===== src/rtl/rf_ctrl_pkg.sv =====
// rf_ctrl_pkg: shared register-file control constants and writeback source encoding
package rf_ctrl_pkg;
   localparam int XLEN   = 32;
   localparam int NREGS  = 32;
   localparam int REG_AW = 5;
   typedef enum logic {WB_ALU = 1'b0, WB_LSU = 1'b1} wb_src_e;
endpackage


===== src/rtl/rr_arb2.sv =====
// rr_arb2: two-way round-robin arbiter, bit 0 = ALU, bit 1 = LSU, pointer holds the last winner
module rr_arb2
   import rf_ctrl_pkg::*;
(
   input  logic       clk,
   input  logic       rst,
   input  logic [1:0] req,
   input  logic       adv,
   output logic [1:0] gnt
);
   wb_src_e last;
   // a lone requester wins; on a tie the side not granted last time wins
   always_comb begin
      gnt[1] = req[1] && (!req[0] || last == WB_ALU);
      gnt[0] = req[0] && !gnt[1];
   end
   // remember who won the most recent accepted transfer
   always_ff @(posedge clk or negedge rst)
      if (!rst) last <= WB_ALU;
      else if (adv) last <= gnt[1] ? WB_LSU : WB_ALU;
endmodule


===== src/rtl/regfile_wb_scheduler.sv =====
// regfile_wb_scheduler: ALU/LSU writeback arbitration, registered write port and busy scoreboard; RF_WB_FWD_EN adds write-port forwarding
module regfile_wb_scheduler
   import rf_ctrl_pkg::*;
(
   input  logic              clk,
   input  logic              rst,
   input  logic              iss_valid,
   input  logic [REG_AW-1:0] iss_rd,
   input  logic [REG_AW-1:0] chk_rs1,
   input  logic [REG_AW-1:0] chk_rs2,
   output logic              stall,
   input  logic              alu_valid,
   output logic              alu_ready,
   input  logic [REG_AW-1:0] alu_rd,
   input  logic [XLEN-1:0]   alu_data,
   input  logic              lsu_valid,
   output logic              lsu_ready,
   input  logic [REG_AW-1:0] lsu_rd,
   input  logic [XLEN-1:0]   lsu_data,
   output logic              rf_we,
   output logic [REG_AW-1:0] rf_waddr,
   output logic [XLEN-1:0]   rf_wdata,
`ifdef RF_WB_FWD_EN
   output logic              fwd1_hit,
   output logic              fwd2_hit,
   output logic [XLEN-1:0]   fwd_data,
`endif
   output logic [NREGS-1:0]  busy,
   output logic              wb_err
);
   logic [1:0]        gnt;
   logic              xfer, issue, raw1, raw2;
   logic [REG_AW-1:0] wb_rd;
   logic [XLEN-1:0]   wb_data;
   logic [NREGS-1:0]  busy_nxt;

   rr_arb2 u_arb (
      .clk (clk),
      .rst (rst),
      .req ({lsu_valid, alu_valid}),
      .adv (xfer),
      .gnt (gnt)
   );

   assign alu_ready = gnt[0];
   assign lsu_ready = gnt[1];
   assign xfer      = |gnt;
   assign wb_rd     = gnt[1] ? lsu_rd : alu_rd;
   assign wb_data   = gnt[1] ? lsu_data : alu_data;

`ifdef RF_WB_FWD_EN
   assign fwd1_hit = rf_we && rf_waddr == chk_rs1 && chk_rs1 != '0;
   assign fwd2_hit = rf_we && rf_waddr == chk_rs2 && chk_rs2 != '0;
   assign fwd_data = rf_wdata;
   assign raw1     = busy[chk_rs1] && chk_rs1 != '0 && !fwd1_hit;
   assign raw2     = busy[chk_rs2] && chk_rs2 != '0 && !fwd2_hit;
`else
   assign raw1     = busy[chk_rs1] && chk_rs1 != '0;
   assign raw2     = busy[chk_rs2] && chk_rs2 != '0;
`endif

   assign stall = raw1 || raw2 || (iss_valid && busy[iss_rd] && iss_rd != '0);
   assign issue = iss_valid && !stall && iss_rd != '0;

   // clear the register being written this cycle, then set the new destination so set wins
   always_comb begin
      busy_nxt = busy;
      if (rf_we) busy_nxt[rf_waddr] = 1'b0;
      if (issue) busy_nxt[iss_rd] = 1'b1;
      busy_nxt[0] = 1'b0;
   end

   // scoreboard register
   always_ff @(posedge clk or negedge rst)
      if (!rst) busy <= '0;
      else busy <= busy_nxt;

   // write-port register; x0 transfers are accepted but never written
   always_ff @(posedge clk or negedge rst)
      if (!rst) begin
         rf_we    <= 1'b0;
         rf_waddr <= '0;
         rf_wdata <= '0;
      end else begin
         rf_we <= xfer && wb_rd != '0;
         if (xfer) begin
            rf_waddr <= wb_rd;
            rf_wdata <= wb_data;
         end
      end

   // sticky flag for a writeback to a register nobody was waiting on
   always_ff @(posedge clk or negedge rst)
      if (!rst) wb_err <= 1'b0;
      else if (xfer && wb_rd != '0 && !busy[wb_rd]) wb_err <= 1'b1;
endmodule

===== config.mk =====
export PLATFORM = sky130hd
export DESIGN_NAME = regfile_wb_scheduler
export DESIGN_NICKNAME = d
export VERILOG_FILES = /design/src/rtl/rf_ctrl_pkg.sv /design/src/rtl/rr_arb2.sv /design/src/rtl/regfile_wb_scheduler.sv
export SDC_FILE = /design/constraint.sdc
export NUM_CORES = 1
export LEC_CHECK = 0
export ABC_AREA = 1
export BUFFER_PORTS_ARGS = -buffer_cell sky130_fd_sc_hd__buf_4
export CAP_MARGIN = 20
export CORE_ASPECT_RATIO = 1.25
export CORE_MARGIN = 2
export CORE_UTILIZATION = 50
export CTS_CLUSTER_DIAMETER = 120
export DETAILED_ROUTE_END_ITERATION = 6
export MAX_ROUTING_LAYER = met4
export PLACE_DENSITY = 0.78
export SETUP_SLACK_MARGIN = 0.05
export SLEW_MARGIN = 20
export SYNTH_ARGS = -nofsm -noshare
export SYNTH_HDL_FRONTEND = slang
export SYNTH_HIERARCHICAL = 1
export SYNTH_SLANG_ARGS = --single-unit

===== constraint.sdc =====
create_clock -name clk -period 3.5 [get_ports clk]
set_input_delay 0.175 -clock clk [delete_from_list [all_inputs] [get_ports clk]]
set_output_delay 0.175 -clock clk [all_outputs]
set_load 0.01 [all_outputs]

==> summary.txt, run 1 <==
status - finished with violations
failing checks - negative hold slack
clock slew at reported path FFs - 0.06 ns
Peak VDD IR - 0.446 mV
maximum level of the CTS H-tree - 3
Syn. warnings - 6
Ant. Diodes - 0
Post-Synth Simple-Gate Area - 44.3%
post-synthesis compound-gate area fraction - 8.09%
Most common cell on crit path - nand2_1
Die Span X - 92.0 µm
clk buf depth - 2
PortBufs - 166
data arrival time of the critical path - 2.98 ns
adder-cell share of the synthesized area - 0%
Slew HR - 35.8%
unrepaired setup endpoints after global routing - no
die height - 114 µm
Final Skew - 0.00673 ns
Mapped Cells - 731
fin crit share - 78.7%
total CTS buffers - 9
post-synthesis average cell area - 6.62 µm²
core box area - 9510 µm²
die area - 10,500 µm²
worst hold margin - -0.0386 ns
Routed WL per cell - 17.8 µm
postcts setup bufs - 0
vias per cell - 5.73
Nets - 967
fill cell count - 860
initial antenna violation count - 0
Hold-fix buffers, CTS - 0
layout cells sized above 1 - 23.6%
Synth Cell Area - 4840 µm²
multi-input logic area - 2540 µm²
GR Util met2 - 55.4%
Max Slew Vio Count - 0
final hold vios - 20
Final Worst Setup Slack - 0.745 ns
post-synthesis mux area share - 0%
cells along the critical path - nand2_2 -> and2_1 -> inv_2 -> nand2_1 -> nand2_1 -> inv_1 -> nand2_1 -> o211ai_1 -> nand3_1 -> nand3_1 -> nand2_1 -> nand2_1 -> nand3_1 -> nand2_1
Routed Antenna Nets - 0
total grt overflow - 0
crit path max-delay cell type - nand2_1
DRC viols - 0
max frequency - 0.363 GHz
Gates resized, CTS repair - 0
CP Capture Type - flop
R2R cell count - 14
Cell Rows - 40
vias in the first global route - 5,459
Pwr Total - 0.00423 W
Post-DP HPWL - 12.9 mm
TritonRoute pass-1 iters - 5
placer congestion estimate - 0.983
total clock sinks - 71
CP required - 3.73 ns
synth unique cells - 30
Tightest Pin Transition - 0.962 ns
Worst Path Max Fanout - 36
Hold/Removal Path Class - primary input to asynchronous set/reset pin
post-layout util - 66.7%
final setup fails - 0
routed vias - 5,749
FF/Latch Area - 1780 µm²
global-route wire length before repair - 28.0 mm
worst skew pair latency - 0.34 ns
total wire length - 17.9 mm
critical path type - flop to flop
DRT iter0 DRCs - 684
Top Ports - 168
max cap viols - 0
crit-path max cell delay - 0.63 ns
syn nets - 825
largest family of logic cells by synthesized area - simple AND/OR/NAND/NOR gates
CTS tree - done
Root Driver - clkbuf_16
Synth Area in XOR/XNOR - 0%
Final Critical Period - 2.75 ns
Startpoint Class - flop
gr usage total - 35.2%
Initial Util - 50.9%
Leak - 3.25 nW
sequential area share after synthesis - 36.7%
final setup TNS - 0 ns
pwr dens - 668 nW/µm²
#FFs+latches synth - 71
GRT busiest layer - met2
met3 usage - 6.74%
dpl ws - 0.839 ns
met1 usage - 43.8%
P&R area growth vs syn - 30.9%
largest net degree at the start of global routing - 72
==> area by class of cell <==
class,instances,share of cell area (%)
Sequential cell,71,28.0
Inverter,68,4.11
Clock buffer,11,3.99
Clock inverter,5,1.26
Multi-Input combinational cell,554,40.1
Timing Repair Buffer,169,20.0
Tap cell,126,2.49
==> per-layer routing <==
metal	vias to the layer above	wire, µm
li1	2686	-
met1	2701	7030
met2	307	8670
met3	55	1450
met4	0	747
met5	-	0
==> worst paths after layout <==
check                                  start           end  slack (ns)
worst max register to register    u_arb/last        wb_err        0.75
worst max-delay path              u_arb/last        wb_err        0.75
max in group asynchronous                rst  rf_wdata[17]        2.93
worst min-delay path                     rst      busy[31]       -0.04
min in group clk                lsu_data[25]  rf_wdata[25]        0.05
worst min register to register  rf_wdata[17]  rf_wdata[17]        0.49
==> synth_stat cells, drive strengths merged <==
library cell  count  area (µm²)
a21boi            1        11.3
a21oi             8        43.8
a31oi             2        12.5
and2              1        6.26
buf              23         209
clkbuf           15        56.3
conb              1        3.75
dfrtp            71        1780
inv              68         260
nand2           255         982
nand3           132         661
nand4            37         231
nor2             47         200
nor3              9        45.0
o211ai           12        90.1
o21ai            46         234
or2               3        18.8
==> cell families after synthesis <==
group	after synthesis
AOI/OAI and AO/OA	69
buffers and inverters	106
DFF	71
other	1
and+or+nand+nor	484
==> critical path, delay by kind of cell (launching register included) <==
kind                   cells  cell delay (ns)
and+or+nand+nor           11             1.53
buffers and inverters      2             0.67
DFF                        1             0.37
AOI/OAI and AO/OA          1             0.08
==> per-stage QoR <==
| step | area, µm² | std cells | hold WS (ns) |
|---|---|---|---|
| final | 6340 | 1004 | -0.0386 |
| after global routing | 6340 | 1004 | 0.0478 |
| after CTS | 6340 | 1004 | 0.00451 |
| after detailed placement | 6010 | 988 | 0.366 |
| after global placement | 6010 | 988 | 0.349 |
| after floorplan | 4840 | 731 | -0.121 |
==> state kept, by name, summed over array words and instances (netlist names) <==
signal,cells
wb_err,1
u_arb/last,1
rf_wdata,32
busy,31
rf_we,1
rf_waddr,5
==> cells in the final DEF, fill, tap and decap left out, types with 2 or more instances in the layout <==
cell          n
nand2_1     249
buf_4       169
nand3_1     132
dfrtp_1      71
inv_1        59
nor2_1       44
o21ai_0      44
nand4_1      37
o211ai_1     12
nor3_1        9
clkbuf_16     9
inv_2         7
a21oi_1       7
nand2_2       4
inv_4         2
a31oi_1       2
nand2_4       2
clkbuf_8      2
clkinvlp_4    2
bufinv_16     2
==> power by group <==
| part | switching, W | internal, W |
|---|---|---|
| registers | 0.000453 | 0.00107 |
| clock network | 0.000367 | 0.000662 |
| logic | 0.000988 | 0.000691 |
Note: power is estimated with default switching activity, not from simulation.
==> inputs of run 2 (changes only) <==
Settings changed: ABC_AREA 1 to 0, CORE_UTILIZATION 50 to 45, PLACE_DENSITY 0.78 to 0.75.
Clock period 3.5 ns to 2.2 ns, I/O delays scaled along.
==> summary.txt, run 2 <==
Tightest Pin Transition - 0.922 ns (-0.0398 ns)
crit path max-delay cell type - mux4_2
unrepaired setup endpoints after global routing - yes
Hold Path Stages - 3
hold path start - lsu_data[17]
Slew HR - 38.5% (+2.7 points)
Final Critical Period - 2.46 ns
TritonRoute pass-1 iters - 5 (unchanged)
Peak VDD IR - 0.806 mV (+81%)
cells along the critical path - mux4_2 -> and2_0 -> a221o_1 -> a2111oi_4 -> o211ai_2 -> buf_12 -> buf_6
reg2reg end - busy[8]
Routed Antenna Nets - 0 (unchanged)
maximum level of the CTS H-tree - 3 (unchanged)
Hold/Removal Path Class - primary input to flop
clk buf depth - 2 (unchanged)
vias in the first global route - 4,812 (-12%)
Die Span X - 93.0 µm (+1.0%)
worst hold margin - 0.00186 ns (+0.0404 ns)
Largest regs - rf_wdata: 32 flops, busy: 31 flops, rf_waddr: 5 flops
fin crit share - 112%
Post-DP HPWL - 11.5 mm (-11%)
FF/Latch Area - 1780 µm² (unchanged)
CP required - 2.09 ns (-1.64 ns)
Root Driver - clkbuf_16
largest cells by area after synthesis - dfrtp_1 40%, mux4_2 12%, mux2i_1 9.4%
synth unique cells - 54 (+80%)
placer congestion estimate - 0.901 (-8.4%)
final setup fails - 9 (+9)
buffers and inverters on the worst path - 2 (unchanged)
total CTS buffers - 9 (unchanged)
final setup TNS - -0.670 ns (-0.670 ns)
Final Worst Setup Slack - -0.262 ns (-1.01 ns)
DRC viols - 0 (unchanged)
final hold vios - 0 (-100%)
CTS tree - done
number of synthesized flops with an enable pin - 0 (unchanged)
#FFs+latches synth - 71 (unchanged)
layout cells sized above 1 - 44.6% (+21 points)
count leader, synth - nand2_1
initial antenna violation count - 0 (unchanged)
vias per cell - 5.87 (+2.5%)
total clock sinks - 71 (unchanged)
total grt overflow - 0 (unchanged)
clock slew at reported path FFs - 0.06 ns (about the same)
core box area - 9610 µm² (+1.1%)
sequential area share after synthesis - 39.9% (+3.2 points)
Initial Util - 46.3% (-4.6 points)
die area - 10,700 µm² (+2.0%)
area leader, netlist - dfrtp_1
Leak - 3.00 nW (-7.9%)
leading cell types in the layout, fill and taps excluded - 207 x buf_4, 77 x nand2_1, 71 x dfrtp_1
Synth Cell Area - 4450 µm² (-8.1%)
Top Ports - 168 (unchanged)
data arrival time of the critical path - 2.35 ns (-0.63 ns)
CP Capture Type - output port
reg2reg start - busy[20]
failing checks - negative setup slack
Startpoint Class - flop
dpl ws - -0.0314 ns (-0.871 ns)
fill cell count - 692 (-20%)
crit-path max cell delay - 0.48 ns (-0.15 ns)
global-route wire length before repair - 25.1 mm (-10%)
routed vias - 4,688 (-18%)
pwr dens - 1050 nW/µm² (+58%)
die height - 115 µm (+1.0%)
syn nets - 544 (-34%)
R2R setup slack - -0.08 ns (-0.83 ns)
Mapped Cells - 450 (-38%)
final cell count without fillers - 799 (-20%)
post-synthesis average cell area - 9.89 µm² (+49%)
Max Slew Vio Count - 0 (unchanged)
DRT iter0 DRCs - 348 (-49%)
Routed WL per cell - 20.3 µm (+14%)
commonest non-fill, non-tap cell in the layout - buf_4
status - finished with violations
Nets - 762 (-21%)
Syn. warnings - 6 (unchanged)
PortBufs - 166 (unchanged)
Top FF cell, synth - dfrtp_1
Placed Cells - 748 (-24%)
critical path type - flop to output port
Biggest register - rf_wdata
top post-synthesis cells by count - 77 x nand2_1, 74 x o21ai_0, 71 x dfrtp_1, 42 x mux2i_1, 23 x mux4_2
gr usage total - 31.8% (-3.5 points)
R2R cell count - 8 (-6)
Final Skew - 0.00725 ns (+0.000519 ns)
Worst Path Max Fanout - 2 (-94%)
WHS Endpoint - rf_wdata[17]
multi-input logic area - 2600 µm² (+2.2%)
total wire length - 16.2 mm (-9.3%)
max cap viols - 0 (unchanged)
Yosys top cell area share - 39.9% (+3.2 points)
worst skew pair latency - 0.34 ns (about the same)
ys async rst share - 100% (unchanged)
Ant. Diodes - 0 (unchanged)
Largest register FFs - 32 (unchanged)
post-layout util - 70.3% (+3.6 points)
max frequency - 0.406 GHz
Top Family by Delay on Critical Path - compound AO/OA/AOI/OAI gates
P&R area growth vs syn - 51.7%
largest net degree at the start of global routing - 77 (+6.9%)
Cell Rows - 40 (unchanged)
-- run 2: changes by cell type in the layout (fill, tap and decap cells not counted), moves of 11 or more --
cell	delta
o21ai_0	+24
buf_4	+38
inv_1	-52
mux2i_1	+41
o21ai_2	+22
nand4_1	-34
o211ai_1	-11
mux4_2	+23
nand3_1	-127
nor2_1	-36
nand2_1	-172
dlygate4sd3_1	+25
-- run 2: worst register-to-register path, delay by kind of cell (launching register included) --
| family | cells | cell delay [ns] |
|---|---|---|
| AND/OR/NAND/NOR | 1 | 0.15 |
| flip-flops | 1 | 0.39 |
| AO/OA/AOI/OAI | 4 | 0.86 |
| multiplexers | 1 | 0.48 |
| buffers and inverters | 2 | 0.33 |
-- run 2: how the worst max path moves through the flow --
stage,from,endpoint,slack (ns),cells past startpoint
4_1_cts,busy[20],stall,-0.33,7
5_1_grt,busy[20],stall,-0.32,7
2_1_floorplan,u_arb/last,wb_err,0.06,7
3_3_place_gp,busy[22],stall,0.03,7
3_5_place_dp,busy[22],busy[16],-0.03,7
6_report,busy[20],stall,-0.26,7
-- run 2: repair_timing --
action	in CTS	in global routing
hold buffers	25	0
setup buffers	9	4
endpoints found under the setup margin	25	33
resized for setup	22	9
pin swaps	14	6
hold endpoints to repair	95	0
-- run 2: area by class of cell --
class	count	share of cell area, %
flip-flops and latches	71	26.3
clock inverters	6	0.908
inverters	7	0.389
well taps	126	2.34
multi-input cells	339	38.5
repair buffers	240	28.2
clock buffers	10	3.39
-- run 2: power by group --
group          switching, W  internal [W]
clock              0.000550      0.000872
combinational       0.00161       0.00187
sequential         0.000492       0.00171
-- run 2: cells by family after synthesis --
group	share of synthesized area [%]
AOI/OAI and AO/OA	18.1
and+or+nand+nor	14.3
muxes	23.7
DFF	39.9
buffers and inverters	3.91
other	0.0843
-- run 2: through the flow --
stage | cell area (µm²) | total power [W]
floorplan | 4490 | 0.00363
global placement | 6050 | 0.00525
detailed placement | 6050 | 0.00535
CTS | 6710 | 0.00701
global route | 6750 | 0.00744
finish | 6750 | 0.00711
-- run 2: metal layers --
| metal | vias to the layer above | wire (µm) | track usage (%) |
|---|---|---|---|
| met1 | 2229 | 5860 | 35.7 |
| met4 | 0 | 626 | 13.7 |
| met2 | 292 | 8160 | 53.6 |
| li1 | 2104 | - | - |
| met5 | - | 0 | - |
| met3 | 63 | 1600 | 8.26 |
